[config.mk]
export PLATFORM = sky130hd
export DESIGN_NAME = rim_loader
export DESIGN_NICKNAME = d
export VERILOG_FILES = /design/src/rtl/rim_loader.sv
export SDC_FILE = /design/constraint.sdc
export NUM_CORES = 1
export LEC_CHECK = 0
export ABC_AREA = 0
export CORE_MARGIN = 2
export CORE_UTILIZATION = 40
export CTS_CLUSTER_SIZE = 20
export DETAILED_ROUTE_END_ITERATION = 8
export PLACE_DENSITY_LB_ADDON = 0.12
export REMOVE_ABC_BUFFERS = 1
export SYNTH_ARGS = -nofsm -noshare
export SYNTH_HDL_FRONTEND = slang
export SYNTH_SLANG_ARGS = --single-unit
[constraint.sdc]
create_clock -name clk -period 5.2 [get_ports clk]
set_input_delay 0.78 -clock clk [delete_from_list [all_inputs] [get_ports clk]]
set_output_delay 0.78 -clock clk [all_outputs]
set_load 0.05 [all_outputs]
[src/rtl/rim_loader.sv]
// RIM paper-tape loader: leader hunt, 12-bit word assembly, RAM writes one cycle after the low byte.
// No backpressure: every strobed byte is consumed or dropped. RIM_LOADER_AUTOSTART_EN adds startPC/startPulse.
module rim_loader #(
    parameter int unsigned LEADER_MIN     = 8,
    parameter logic [23:0] TIMEOUT_CYCLES = 24'd12000000
) (
    input  logic        clk,
    input  logic        reset,
    input  logic        arm,
    input  logic [7:0]  rxData,
    input  logic        rxValid,
    output logic [11:0] ramAddr,
    output logic [11:0] ramData,
    output logic        ramWe,
    output logic        loading,
    output logic        done,
    output logic        err,
    output logic [11:0] wordCount
`ifdef RIM_LOADER_AUTOSTART_EN
    ,
    output logic [11:0] startPC,
    output logic        startPulse
`endif
);

    localparam int LCW = $clog2(LEADER_MIN + 1);
    localparam logic [LCW-1:0] LMIN = LCW'(LEADER_MIN);

    typedef enum logic [2:0] {
        S_IDLE,
        S_LEADER,
        S_HI,
        S_LO,
        S_DONE,
        S_ERR
    } state_t;

    state_t         state_q;
    logic [LCW-1:0] leader_cnt_q;
    logic           is_addr_q;
    logic [5:0]     hi6_q;
    logic [11:0]    cur_addr_q;
    logic           addr_valid_q;
    logic [23:0]    tmr_q;
    logic [11:0]    ram_addr_q;
    logic [11:0]    ram_data_q;
    logic           ram_we_q;
    logic           loading_q;
    logic           done_q;
    logic           err_q;
    logic [11:0]    word_cnt_q;

    logic        is_leader_byte;
    logic        timed_out;
    logic [11:0] word;

    always_comb begin
        is_leader_byte = (rxData == 8'o200);
        timed_out      = (tmr_q >= TIMEOUT_CYCLES - 24'd1);
        word           = {hi6_q, rxData[5:0]};
    end

    always_ff @(posedge clk or posedge reset) begin
        if (reset) begin
            state_q      <= S_IDLE;
            leader_cnt_q <= '0;
            is_addr_q    <= 1'b0;
            hi6_q        <= '0;
            cur_addr_q   <= '0;
            addr_valid_q <= 1'b0;
            tmr_q        <= '0;
            ram_addr_q   <= '0;
            ram_data_q   <= '0;
            ram_we_q     <= 1'b0;
            loading_q    <= 1'b0;
            done_q       <= 1'b0;
            err_q        <= 1'b0;
            word_cnt_q   <= '0;
        end else begin
            ram_we_q <= 1'b0;
            if (arm) begin
                // A byte strobed together with arm is deliberately dropped.
                state_q      <= S_LEADER;
                leader_cnt_q <= '0;
                word_cnt_q   <= '0;
                addr_valid_q <= 1'b0;
                done_q       <= 1'b0;
                err_q        <= 1'b0;
                loading_q    <= 1'b1;
                tmr_q        <= '0;
            end else begin
                case (state_q)
                    S_LEADER: begin
                        if (rxValid) begin
                            if (is_leader_byte) begin
                                if (leader_cnt_q < LMIN) leader_cnt_q <= leader_cnt_q + LCW'(1);
                            end else if (leader_cnt_q < LMIN) begin
                                leader_cnt_q <= '0;
                            end else if (rxData[7]) begin
                                state_q   <= S_ERR;
                                err_q     <= 1'b1;
                                loading_q <= 1'b0;
                            end else begin
                                // Leader is long enough: this byte is the first frame's high half.
                                is_addr_q <= rxData[6];
                                hi6_q     <= rxData[5:0];
                                tmr_q     <= '0;
                                state_q   <= S_LO;
                            end
                        end
                    end
                    S_HI: begin
                        if (rxValid) begin
                            tmr_q <= '0;
                            if (is_leader_byte) begin
                                state_q   <= S_DONE;
                                done_q    <= 1'b1;
                                loading_q <= 1'b0;
                            end else if (rxData[7]) begin
                                state_q   <= S_ERR;
                                err_q     <= 1'b1;
                                loading_q <= 1'b0;
                            end else begin
                                is_addr_q <= rxData[6];
                                hi6_q     <= rxData[5:0];
                                state_q   <= S_LO;
                            end
                        end else if (timed_out) begin
                            state_q   <= S_ERR;
                            err_q     <= 1'b1;
                            loading_q <= 1'b0;
                        end else begin
                            tmr_q <= tmr_q + 24'd1;
                        end
                    end
                    S_LO: begin
                        if (rxValid) begin
                            tmr_q <= '0;
                            if (rxData[7:6] != 2'b00 || (!is_addr_q && !addr_valid_q)) begin
                                state_q   <= S_ERR;
                                err_q     <= 1'b1;
                                loading_q <= 1'b0;
                            end else if (is_addr_q) begin
                                cur_addr_q   <= word;
                                addr_valid_q <= 1'b1;
                                state_q      <= S_HI;
                            end else begin
                                ram_addr_q <= cur_addr_q;
                                ram_data_q <= word;
                                ram_we_q   <= 1'b1;
                                cur_addr_q <= cur_addr_q + 12'd1;
                                if (word_cnt_q != 12'o7777) word_cnt_q <= word_cnt_q + 12'd1;
                                state_q    <= S_HI;
                            end
                        end else if (timed_out) begin
                            state_q   <= S_ERR;
                            err_q     <= 1'b1;
                            loading_q <= 1'b0;
                        end else begin
                            tmr_q <= tmr_q + 24'd1;
                        end
                    end
                    default: ;
                endcase
            end
        end
    end

    assign ramAddr   = ram_addr_q;
    assign ramData   = ram_data_q;
    assign ramWe     = ram_we_q;
    assign loading   = loading_q;
    assign done      = done_q;
    assign err       = err_q;
    assign wordCount = word_cnt_q;

`ifdef RIM_LOADER_AUTOSTART_EN
    logic [11:0] start_pc_q;
    logic        start_pulse_q;

    always_ff @(posedge clk or posedge reset) begin
        if (reset) begin
            start_pc_q    <= '0;
            start_pulse_q <= 1'b0;
        end else begin
            start_pulse_q <= !arm && rxValid && state_q == S_HI && is_leader_byte && addr_valid_q;
            // First address frame of the load is the one seen while no address is yet valid.
            if (!arm && rxValid && state_q == S_LO && rxData[7:6] == 2'b00 && is_addr_q && !addr_valid_q)
                start_pc_q <= word;
        end
    end

    assign startPC    = start_pc_q;
    assign startPulse = start_pulse_q;
`endif

endmodule
==> key figures <==
Outcome
  – Status: finished clean

Global routing
  – GRT met3 Usage: 3.390%
  – Number of global-route vias before repair: 3504
  – GRT busiest layer: met2
  – Pin count of the biggest net entering global routing: 47
  – Total gr overflow: 0
  – Met1 usage: 24.30%
  – All-Layer GR Usage: 17.72%
  – Global-route wire length before repair: 17750 um
  – Met2 GRT Util: 27.24%
  – Antenna violations before repair: 0

Worst hold path
  – Hold-critical path endpoint: loading
  – Worst Min Path Start: loading
  – HP Class: flip-flop to flip-flop
  – Worst Hold Path Cells: 1

Logic synthesis
  – Synth warn: 0
  – Top cell type's share of synthesized area: 49.50%
  – Async set-or-reset flop fraction in the synthesized netlist: 100.0%
  – Syn Std Cell Area: 4601 um2
  – Most frequently used flop master after synthesis: dfrtp_1
  – Leading post-synthesis cells by cell area: dfrtp_1, mux2_4, a21oi_1
  – Synth Register Bits: 91
  – Sequential share of the synthesized area: 49.50%
  – Syn_area_per_cell: 10.16 um2
  – EDFF count, synth: 0
  – Top cell types by occurrence after synthesis: dfrtp_1, nand2_1, a21oi_1
  – Post-synth top area cell: dfrtp_1
  – Most frequent cell after synthesis: dfrtp_1
  – Yosys cell types: 57
  – Mapped Cells: 453

Setup path
  – Reg-to-Reg Start: is_addr_q
  – Worst setup EP type: flip-flop
  – R2R depth: 5
  – CP max-delay cell: clkdlybuf4s50_1
  – Reg2reg setup slack: 2060 ps
  – CP max stage delay: 750 ps
  – Worst path arrival time: 3670 ps
  – Cells along the critical path: clkdlybuf4s50_1 > nor2_1 > and3_1 > a31oi_1 > nand2_1 > or4_1 > a21oi_1
  – Crit path kind: primary input to flip-flop
  – Max FO, Critical Path: 45
  – WP data required: 5470 ps
  – Worst r2r dst: ramAddr[10]
  – Startpoint Class: primary input

Placement
  – PortBufs: 51
  – Post-DP HPWL: 6983 um
  – Routability congestion estimate: 0.7940
  – Worst slack at placement: 1504 ps

Layout
  – Fin nets: 514
  – N_diodes: 0
  – Fraction of layout instances using a drive strength above 1: 11.33%
  – P&R area growth vs syn: 19.99%

Floorplanning
  – Die ar.: 12380 um2
  – Area of the core: 11320 um2
  – Initial core utilization: 40.64%
  – Die Y: 111.2 um
  – DIE WIDTH: 111.2 um
  – Top Ports: 52
  – Row count: 39

Route
  – Post-DR wirelength/cell: 16.05 um
  – DRT Pass-1 Iters: 4
  – DRC viols: 0
  – Via-to-Cell Ratio: 5.723
  – Via Count: 3697
  – Iteration-0 DRC Markers: 188
  – Final WL: 10370 um
  – Remaining antenna violation count: 0

CTS
  – Clk_lat worst skew: 340 ps
  – Clk slew on worst S/H paths: 60 ps
  – Post-CTS Hold Buffers: 0
  – TritonCTS clock tree: yes
  – H-tree Lvls: 3
  – CTS buffer count: 9
  – Post-CTS Setup Bufs: 0
  – # clock sinks: 91
  – Clk root buf: clkbuf_16
  – Post-cts repair resize count: 0
  – Clock Tree Buf Depth: 2

Timing
  – Fin. Hold Viols: 0
  – Headroom to the max-slew limit: 22.47%
  – Slew @ Worst Pin: 1160 ps
  – Minimum clock period: 3401 ps
  – Max Freq: 294.1 MHz
  – Final Skew: 7.803 ps
  – Final Worst Setup Slack: 1799 ps
  – Setup TNS: 0 ps
  – RSZ-0062 raised after global routing: no
  – Final setup vio count: 0
  – Final hold slack: 483.6 ps
  – Slew Viols, Final: 0
  – Final cycle utilization of the critical path: 65.40%

Pwr
  – Total Power: 1.529 mW
  – Worst VDD drop: 0.1515 mV
  – Static Leak: 2.344 nW
  – PD cells: 277.0 nW/um2

Job
  – Total of max-cap violations: 0
-- where the power goes --
group	switching, mW	internal, mW	total, mW	leakage (nW)
combinational	0.0645	0.0290	0.0935	0.932
clock	0.280	0.434	0.714	0.159
sequential	0.00819	0.714	0.722	1.25
total	0.352	1.18	1.53	2.34
-- critical path: cells and delay by family --
family,cells,cell delay (ps)
AO/OA/AOI/OAI,2,330
AND/OR/NAND/NOR,4,1790
buffers and inverters,1,750
-- registers in the layout, summed over array words and instances (netlist names), 3 cells and up --
name / cells
tmr_q: 24
ramAddr: 12
ramData: 12
wordCount: 12
leader_cnt_q: 4
state_q: 3
hi6_q: 6
cur_addr_q: 12
-- cell usage in the layout (no fill, tap or decap), types with 4 or more instances in the layout --
| cell | count |
|---|---|
| o21ai_0 | 32 |
| nand4_1 | 13 |
| nor2_1 | 37 |
| nor3_1 | 6 |
| ha_1 | 4 |
| mux2_2 | 12 |
| or3_1 | 13 |
| nor4_1 | 5 |
| o22ai_1 | 6 |
| or4_1 | 9 |
| xor2_1 | 9 |
| a21oi_1 | 40 |
| mux2_4 | 19 |
| nand2_1 | 41 |
| nand3_1 | 16 |
| clkbuf_16 | 9 |
| and4_1 | 4 |
| clkdlybuf4s50_1 | 51 |
| dfrtp_1 | 91 |
| and3_1 | 10 |
| inv_1 | 11 |
| o211ai_1 | 6 |
-- worst max-delay path by stage --
stage	startpoint	endpoint	slack (ps)
6_report	arm	tmr_q[10]	1800
5_1_grt	arm	tmr_q[11]	1520
4_1_cts	arm	tmr_q[14]	1850
3_5_place_dp	arm	tmr_q[10]	1500
3_3_place_gp	arm	tmr_q[14]	1580
2_1_floorplan	reset	addr_valid_q	2060
-- area by class of cell --
class,instances,area [um2]
clock buffer,10,239.0
timing repair buffer,54,533.0
multi-input combinational,330,2160
clock inverter,6,86.33
sequential,91,2277
fill,1074,5801
tap,143,178.9
inverter,12,46.29
-- logic make-up after synthesis --
| kind of cell | synth area share (%) |
|---|---|
| DFF | 49.50 |
| muxes | 9.791 |
| adders and majority gates | 1.088 |
| xor gates and xnor gates | 1.904 |
| AOI/OAI and AO/OA | 14.50 |
| buffers and inverters | 3.563 |
| and+or+nand+nor | 19.66 |
-- metal layers --
layer / up-vias / routed length, um
li1: 1769 / -
met1: 1818 / 4836
met2: 94 / 4928
met3: 16 / 385
met4: 0 / 219
met5: - / 0
-- per-stage QoR --
step                cell area, um2  std cells  util [%]
floorplan                     4482        433         -
global placement              5195        630     45.89
detailed placement            5195        630     45.89
CTS                           5520        646     48.76
global route                  5520        646     48.76
finish                        5520        646     48.76
Power figures use the tool's default switching activity.
